**src/rtl/riscv_defines.sv**
```systemverilog
// Shared definitions for the load/store path: `DATA_WIDTH, funct3 width codes,
// LSU FSM state encoding, access-size decode and misalignment detection.
// No ports; imported with "import riscv_defines::*".
`ifndef DATA_WIDTH
`define DATA_WIDTH 32
`endif

package riscv_defines;

  localparam logic [2:0] F3_B  = 3'b000;
  localparam logic [2:0] F3_H  = 3'b001;
  localparam logic [2:0] F3_W  = 3'b010;
  localparam logic [2:0] F3_BU = 3'b100;
  localparam logic [2:0] F3_HU = 3'b101;

  typedef enum logic [1:0] {
    ST_IDLE = 2'd0,
    ST_RD   = 2'd1,
    ST_WR   = 2'd2,
    ST_RESP = 2'd3
  } lsu_state_t;

  typedef enum logic [1:0] {
    SZ_B = 2'd0,
    SZ_H = 2'd1,
    SZ_W = 2'd2
  } acc_size_t;

  // Unsupported codes fall through to a full-word access.
  function automatic acc_size_t access_size(input logic is_store, input logic [2:0] f3);
    if (f3 == F3_B || (!is_store && f3 == F3_BU)) return SZ_B;
    else if (f3 == F3_H || (!is_store && f3 == F3_HU)) return SZ_H;
    else return SZ_W;
  endfunction

  function automatic logic is_misaligned(input acc_size_t sz, input logic [1:0] lo);
    case (sz)
      SZ_H:    return lo[0];
      SZ_W:    return (lo != 2'b00);
      default: return 1'b0;
    endcase
  endfunction

endpackage

```
**src/rtl/lsu_align.sv**
```systemverilog
// Lane steering for the LSU: extracts and extends a load lane from a memory
// word, and merges a store byte/half into a memory word (read-modify-write).
// Ports: addr_lo/size/is_unsigned select lane; word = memory word; wdata = store
// data; load_data = extended load result; merged = word with store lane replaced.
`ifndef DATA_WIDTH
`define DATA_WIDTH 32
`endif

module lsu_align
  import riscv_defines::*;
(
  input  logic [1:0]             addr_lo,
  input  acc_size_t              size,
  input  logic                   is_unsigned,
  input  logic [`DATA_WIDTH-1:0] word,
  input  logic [`DATA_WIDTH-1:0] wdata,
  output logic [`DATA_WIDTH-1:0] load_data,
  output logic [`DATA_WIDTH-1:0] merged
);

  logic [7:0]  byte_v;
  logic [15:0] half_v;

  always_comb begin
    byte_v    = word[{addr_lo, 3'b000} +: 8];
    half_v    = word[{addr_lo[1], 4'b0000} +: 16];
    load_data = word;
    merged    = word;
    case (size)
      SZ_B: begin
        load_data = {{(`DATA_WIDTH-8){~is_unsigned & byte_v[7]}}, byte_v};
        merged[{addr_lo, 3'b000} +: 8] = wdata[7:0];
      end
      SZ_H: begin
        load_data = {{(`DATA_WIDTH-16){~is_unsigned & half_v[15]}}, half_v};
        merged[{addr_lo[1], 4'b0000} +: 16] = wdata[15:0];
      end
      default: begin
        load_data = word;
        merged    = wdata;
      end
    endcase
  end

endmodule

```
**src/rtl/load_store_unit.sv**
```systemverilog
// RV32I memory-access stage: one load/store per handshake, byte/half/word with
// sign/zero extension, sub-word stores by read-modify-write, o_done pulse.
// Ports: i_clk/i_rst; request i_valid/o_ready/i_is_store/i_funct3/i_addr/i_wdata;
// response o_done/o_rdata/o_misaligned; memory o_mem_we/o_mem_addr/o_mem_wdata/i_mem_rdata.
// Build option LSU_MISALIGN_TRAP_EN: misaligned accesses are suppressed and flagged;
// otherwise the low address bits are forced down to the access size.
`ifndef DATA_WIDTH
`define DATA_WIDTH 32
`endif

module load_store_unit
  import riscv_defines::*;
#(
  parameter  int MEM_SIZE = 1024,
  localparam int AW       = $clog2(MEM_SIZE)
) (
  input  logic                   i_clk,
  input  logic                   i_rst,
  input  logic                   i_valid,
  output logic                   o_ready,
  input  logic                   i_is_store,
  input  logic [2:0]             i_funct3,
  input  logic [31:0]            i_addr,
  input  logic [`DATA_WIDTH-1:0] i_wdata,
  output logic                   o_done,
  output logic [`DATA_WIDTH-1:0] o_rdata,
  output logic                   o_misaligned,
  output logic                   o_mem_we,
  output logic [AW-1:0]          o_mem_addr,
  output logic [`DATA_WIDTH-1:0] o_mem_wdata,
  input  logic [`DATA_WIDTH-1:0] i_mem_rdata
);

  lsu_state_t             state, state_nxt;
  logic                   r_store;
  logic [2:0]             r_f3;
  logic [AW+1:0]          r_addr;
  logic [`DATA_WIDTH-1:0] r_wdata, r_rdata, r_merged;
  acc_size_t              in_size, r_size;
  logic                   accept, trap;
  logic [1:0]             lo_fix;
  logic [`DATA_WIDTH-1:0] load_data, merged;

  // Upper address bits do not reach the memory: the word index wraps.
  logic unused_addr_hi;
  assign unused_addr_hi = ^i_addr[31:AW+2];

  assign accept  = i_valid && (state == ST_IDLE);
  assign in_size = access_size(i_is_store, i_funct3);
  assign r_size  = access_size(r_store, r_f3);

`ifdef LSU_MISALIGN_TRAP_EN
  logic r_mis;
  assign trap   = is_misaligned(in_size, i_addr[1:0]);
  assign lo_fix = i_addr[1:0];
`else
  assign trap = 1'b0;
  // Round the address down to the access size instead of trapping.
  always_comb begin
    case (in_size)
      SZ_H:    lo_fix = {i_addr[1], 1'b0};
      SZ_W:    lo_fix = 2'b00;
      default: lo_fix = i_addr[1:0];
    endcase
  end
`endif

  always_comb begin
    state_nxt = state;
    case (state)
      ST_IDLE: begin
        if (accept) begin
          if (trap)                            state_nxt = ST_RESP;
          else if (i_is_store && in_size == SZ_W) state_nxt = ST_WR;
          else                                 state_nxt = ST_RD;
        end
      end
      ST_RD:   state_nxt = r_store ? ST_WR : ST_RESP;
      ST_WR:   state_nxt = ST_RESP;
      default: state_nxt = ST_IDLE;
    endcase
  end

  always_ff @(posedge i_clk) begin
    if (i_rst) state <= ST_IDLE;
    else       state <= state_nxt;
  end

  lsu_align u_align (
    .addr_lo     (r_addr[1:0]),
    .size        (r_size),
    .is_unsigned (r_f3[2]),
    .word        (i_mem_rdata),
    .wdata       (r_wdata),
    .load_data   (load_data),
    .merged      (merged)
  );

  always_ff @(posedge i_clk) begin
    if (i_rst) begin
      r_store  <= 1'b0;
      r_f3     <= 3'b000;
      r_addr   <= '0;
      r_wdata  <= '0;
      r_rdata  <= '0;
      r_merged <= '0;
`ifdef LSU_MISALIGN_TRAP_EN
      r_mis    <= 1'b0;
`endif
    end else begin
      if (accept) begin
        r_store <= i_is_store;
        r_f3    <= i_funct3;
        r_addr  <= {i_addr[AW+1:2], lo_fix};
        r_wdata <= i_wdata;
`ifdef LSU_MISALIGN_TRAP_EN
        r_mis   <= trap;
`endif
      end
      // Memory read data is sampled at the end of RD for both loads and RMW.
      if (state == ST_RD) begin
        if (!r_store) r_rdata <= load_data;
        r_merged <= merged;
      end
    end
  end

  assign o_ready     = (state == ST_IDLE);
  assign o_done      = (state == ST_RESP);
  assign o_rdata     = r_rdata;
  assign o_mem_we    = (state == ST_WR);
  assign o_mem_addr  = r_addr[AW+1:2];
  assign o_mem_wdata = (r_size == SZ_W) ? r_wdata : r_merged;
`ifdef LSU_MISALIGN_TRAP_EN
  assign o_misaligned = o_done & r_mis;
`else
  assign o_misaligned = 1'b0;
`endif

endmodule

```
**config.mk**
```make
export PLATFORM = sky130hd
export DESIGN_NAME = load_store_unit
export DESIGN_NICKNAME = d
export VERILOG_FILES = /design/src/rtl/riscv_defines.sv /design/src/rtl/lsu_align.sv /design/src/rtl/load_store_unit.sv
export SDC_FILE = /design/constraint.sdc
export NUM_CORES = 1
export LEC_CHECK = 0
export BUFFER_PORTS_ARGS = -buffer_cell sky130_fd_sc_hd__buf_2
export CORE_MARGIN = 4
export CORE_UTILIZATION = 40
export CTS_CLUSTER_DIAMETER = 200
export DETAILED_ROUTE_END_ITERATION = 7
export GPL_ROUTABILITY_DRIVEN = 0
export SLEW_MARGIN = 15
export SYNTH_ARGS = -nofsm -noshare
export SYNTH_HDL_FRONTEND = slang
export SYNTH_SLANG_ARGS = --single-unit
```
**constraint.sdc**
```tcl
create_clock -name i_clk -period 2.7 [get_ports i_clk]
set_input_delay 0.27 -clock i_clk [delete_from_list [all_inputs] [get_ports i_clk]]
set_output_delay 0.27 -clock i_clk [all_outputs]
set_load 0.02 [all_outputs]
```
==> impl_metrics.json, run 1 <==
{
  "rsz0062_at_grt": "false",
  "start_util": 0.4106,
  "post_cts_buffers": 0,
  "routed_wl_um": 19620,
  "utilization": 0.5157,
  "cpPeakStageDelay_ns": 0.59,
  "synth.cell_area_um2": 6013,
  "die_w_um": 130.6,
  "hold_buffers": 0,
  "numCtsBuffers": 17,
  "p_leak_nw": 3.323,
  "grt_max_degree": 66,
  "path_common_cell": "nand2_1",
  "finalClockSkew_ns": 0.01438,
  "hold_path.class": "primary input to register",
  "dieArea_um2": 17060,
  "final_layout_size_suffix_gt1_frac": 0.2325,
  "grt_pass1_wl_um": 30370,
  "setup_tns_ns": 0,
  "fin_nets": 1058,
  "whs_ns": 0.08564,
  "core-area_um2": 14640,
  "dpl_cell_area_um2": 6849,
  "crit_fanout": 27,
  "setup_viol": 0,
  "synth_edf_count": 0,
  "post-dp-hpwl_um": 14060,
  "end_kind": "output pin",
  "clk_path_buf_depth": 2,
  "h-tree-depth": 4,
  "place_inst": 1111,
  "fp.dieH_um": 130.6,
  "slew_violations": 0,
  "grt_usage": 0.2282,
  "antenna_cells": 0,
  "ys_ff_latch": 114,
  "critPathRequiredTime_ns": 2.43,
  "place_ws_ns": 0.6194,
  "avgSynthCellArea_um2": 7.324,
  "ios": 181,
  "clockRootBuffer": "clkbuf_16",
  "via_per_inst": 5.333,
  "power_mw": 8.119,
  "final_area_um2": 7552,
  "fin_cells": 1143,
  "drtAntennaViolNets": 0,
  "start_kind": "register",
  "crit_slowest_cell": "a21o_1",
  "cts_resized": 0,
  "drv_cap": 0,
  "grt_pass1_vias": 5619,
  "io_buffer_count": 159,
  "drc": 0,
  "overflow": 0,
  "cts_tree": "yes",
  "synth_compound_area_frac": 0.2470,
  "fin_crit_ns": 2.426,
  "muxShareOfSynthArea": 0.03163,
  "ir_worst_vdd_v": 0.0007072,
  "cp.arrival_ns": 2.16,
  "synth_ff_type": "dfxtp_1",
  "synth-async-reset-ratio": 0,
  "clk_latency_ns": 0.42,
  "via_count": 6096,
  "clk_pin_slew_ns": 0.06,
  "synth_nets": 933,
  "num-fill-cells": 1482,
  "drt_first_iter_violations": 532,
  "clock-sinks": 114,
  "num_rows": 44,
  "synth_top_family_by_area": "simple AND/OR/NAND/NOR gates",
  "synth_cell_types": 40,
  "relSlewSlack": 0.5343,
  "ys_seq_area_frac": 0.3795,
  "areaGrowthSynthToFinish_pct": 25.59,
  "worst_pin_slew_ns": 0.6985,
  "period_share": 0.8984,
  "synthSimpleGateAreaFrac": 0.2568,
  "wl_per_cell_um": 17.17,
  "powerDensity_nw_per_um2": 1075,
  "worstPathCellList": "a21o_1 -> buf_12 -> nand2_1 -> nand2_1 -> buf_2",
  "antenna_found_initial": 0,
  "synthCells": 821,
  "setup_slack_ns": 0.2744,
  "yosysWarningCount": 0,
  "synth-xor-area-share": 0,
  "critical_path_class": "register to output pin",
  "synth_fa_ha_area_frac": 0.01873,
  "status": "completed",
  "dr.pass1.iters": 5,
  "fmax_ghz": 0.4123,
  "hold_viol_final": 0
}
-- placed cells by master, fill, tap and decap left out, drive strengths merged, types with 17 or more instances in the layout --
cell,instances
a211oi,27
a21oi,68
a22oi,18
buf,177
clkbuf,17
dfxtp,114
mux2i,19
nand2,241
nor2,98
nor2b,20
o211ai,17
o21ai,18
-- final cells by class --
cell class / count / area (µm²) / share of cell area
inverter: 8 / 30.03 / 0.003976
timing repair buffer: 177 / 958.4 / 0.1269
sequential: 114 / 2282 / 0.3022
tap: 184 / 230.2 / 0.03048
multi-input combinational: 628 / 3348 / 0.4433
clock buffer: 17 / 425.4 / 0.05633
clock inverter: 15 / 277.8 / 0.03678
-- power by group --
part	internal (mW)	switching [mW]
combinational	1.05	1.91
clock	1.84	0.857
sequential	2.14	0.326
-- logic make-up (layout without fill, tap and decap cells) --
| kind of cell | Yosys count | count (layout) |
|---|---|---|
| and+or+nand+nor | 382 | 382 |
| DFF | 114 | 114 |
| AOI/OAI and AO/OA | 217 | 217 |
| adders and majority gates | 9 | 9 |
| other | 1 | 1 |
| buffers and inverters | 79 | 217 |
| muxes | 19 | 19 |
-- worst max-delay path: cells and delay by family, from the launching register on --
kind	cells	cell delay, ns
buf+inv	2	0.43
simple gates	2	0.17
flops	1	0.54
compound gates	1	0.59
-- Yosys cell counts, types with 8 or more instances --
cell type	instances	share of area
o21a_1	16	0.020
mux2i_1	19	0.032
buf_1	9	0.0056
buf_2	19	0.016
inv_1	8	0.0050
a31oi_1	15	0.016
nor2b_1	20	0.021
ha_1	9	0.019
a22oi_1	18	0.022
dfxtp_1	114	0.38
clkbuf_1	25	0.016
nand2b_1	8	0.0083
a21oi_1	66	0.055
a22o_1	8	0.012
buf_4	16	0.020
o21bai_1	9	0.011
a211oi_1	27	0.034
o211ai_1	17	0.021
o21ai_0	18	0.015
nor3_1	9	0.0075
nand2_1	241	0.15
nor2_1	97	0.061
-- registers in the layout, indices dropped and copies added, names as in the netlist --
signal    flops
state         2
r_merged     32
o_rdata      32
r_store       1
r_addr       12
r_wdata      32
r_f3          3
-- final timing paths --
check	start	to	slack [ns]	cells after the start
setup / recovery	r_f3[1]$_SDFFE_PP0P_	o_mem_wdata[7]	0.27	5
hold / removal	i_addr[10]	r_addr[10]$_SDFFE_PP0P_	0.09	3
setup reg to reg	r_addr[1]$_SDFFE_PP0P_	r_merged[1]$_SDFFE_PP0N_	0.59	5
hold reg to reg	r_addr[10]$_SDFFE_PP0P_	r_addr[10]$_SDFFE_PP0P_	0.45	2
-- per-layer routing --
metal,vias to the layer above,global-route usage,part of all wire,wire [µm]
met4,0,0.06594,0.017,338
li1,3048,-,-,-
met1,2793,0.3224,0.46,9122
met3,26,0.06667,0.077,1511
met5,-,0,0,0
met2,229,0.3389,0.44,8648
Note: power is estimated with default switching activity, not from simulation.
==> run 2, diff against run 1 <==
Settings changed: RECOVER_POWER set to 25.
==> run 2 against run 1 <==
Against the previous run:
- non-clock buffer count unchanged
- design area down 0.78%
- clock power about the same
- utilization down 0.40 points
- register-to-register slack about the same
- cell count unchanged
- critical path type unchanged
==> impl_metrics.json, run 2 (synthesis gave the netlist of run 1 again) <==
{
  "mostFrequentLayoutCell": "nand2_1",
  "period_share": 0.8923,
  "overflow": 0,
  "cpPeakStageDelay_ns": 0.57,
  "drv_cap": 0,
  "fin_cells": 1143,
  "hold_viol_final": 0,
  "utilization": 0.5117,
  "whs_ns": 0.08658,
  "rsz0062_at_grt": "false",
  "clk_pin_slew_ns": 0.06,
  "routed_wl_um": 19650,
  "num_rows": 44,
  "place_inst": 1111,
  "ios": 181,
  "start_kind": "register",
  "clock-sinks": 114,
  "fin_nets": 1058,
  "cp.arrival_ns": 2.14,
  "drc": 0,
  "antenna_found_initial": 0,
  "final_area_um2": 7493,
  "power_mw": 8.071,
  "h-tree-depth": 4,
  "via_per_inst": 5.332,
  "final_layout_size_suffix_gt1_frac": 0.1856,
  "io_buffer_count": 159,
  "powerDensity_nw_per_um2": 1077,
  "grt_usage": 0.2282,
  "clk_path_buf_depth": 2,
  "numCtsBuffers": 17,
  "finalClockSkew_ns": 0.01070,
  "die_w_um": 130.6,
  "post_cts_buffers": 0,
  "setup_tns_ns": 0,
  "worst_pin_slew_ns": 0.9470,
  "via_count": 6094,
  "fmax_ghz": 0.4151,
  "status": "completed",
  "hold_buffers": 0,
  "dpl_cell_area_um2": 6849,
  "slew_violations": 0,
  "final_cell_mix": "nand2_1, dfxtp_1, buf_2",
  "relSlewSlack": 0.3687,
  "end_kind": "output pin",
  "grt_max_degree": 66,
  "fin_crit_ns": 2.409,
  "p_leak_nw": 3.140,
  "num-fill-cells": 1510,
  "clk_latency_ns": 0.42,
  "crit_fanout": 27,
  "setup_slack_ns": 0.2908,
  "dieArea_um2": 17060,
  "setup_viol": 0,
  "critPathRequiredTime_ns": 2.43,
  "regArea_um2": 2282,
  "ir_worst_vdd_v": 0.0007048,
  "clockRootBuffer": "clkbuf_16",
  "antenna_cells": 0,
  "grt_pass1_wl_um": 30370,
  "grt_pass1_vias": 5619,
  "drt_first_iter_violations": 586,
  "fp.dieH_um": 130.6,
  "core-area_um2": 14640,
  "path_common_cell": "nand2_1",
  "crit_slowest_cell": "a21o_1",
  "hold_path.class": "primary input to register",
  "drtAntennaViolNets": 0,
  "start_util": 0.4106,
  "critical_path_class": "register to output pin",
  "dr.pass1.iters": 5,
  "cts_resized": 0,
  "wl_per_cell_um": 17.20,
  "cts_tree": "yes",
  "areaGrowthSynthToFinish_pct": 24.62,
  "post-dp-hpwl_um": 14060,
  "multi_input_area_um2": 3348,
  "place_ws_ns": 0.6194,
  "worstPathCellList": "a21o_1 -> buf_12 -> nand2_1 -> nand2_1 -> buf_2"
}
run 2: worst paths after layout:
| check | slack [ns] | to | from | cells after the start |
|---|---|---|---|---|
| hold reg to reg | 0.45 | r_addr[10]$_SDFFE_PP0P_ | r_addr[10]$_SDFFE_PP0P_ | 2 |
| hold / removal | 0.09 | r_addr[10]$_SDFFE_PP0P_ | i_addr[10] | 3 |
| setup / recovery | 0.29 | o_mem_wdata[7] | r_f3[1]$_SDFFE_PP0P_ | 5 |
| setup reg to reg | 0.60 | r_merged[1]$_SDFFE_PP0N_ | r_addr[1]$_SDFFE_PP0P_ | 5 |
run 2: power by group:
group | internal (mW) | switching, mW | total [mW]
Sequential | 2.14 | 0.333 | 2.47
Combinational | 0.998 | 1.91 | 2.90
Clock | 1.84 | 0.860 | 2.70
run 2: metal layers:
metal | vias to the layer above | wire length (µm) | track usage
met2 | 235 | 8603 | 0.3389
met1 | 2782 | 9105 | 0.3224
met3 | 26 | 1601 | 0.06667
met5 | - | 0 | 0
met4 | 0 | 344 | 0.06594
li1 | 3051 | - | -
run 2: final cells by class:
type / count / area share
multi-input cells: 628 / 0.4468
flip-flops and latches: 114 / 0.3046
repair buffers: 177 / 0.1201
clock buffers: 17 / 0.05677
clock inverters: 15 / 0.03707
well taps: 184 / 0.03072
inverters: 8 / 0.004007
run 2: critical path: cells and delay by family, from the launching register on:
family / cells / cell delay (ns)
AND/OR/NAND/NOR: 2 / 0.17
flip-flops: 1 / 0.53
AO/OA/AOI/OAI: 1 / 0.57
buffers and inverters: 2 / 0.43
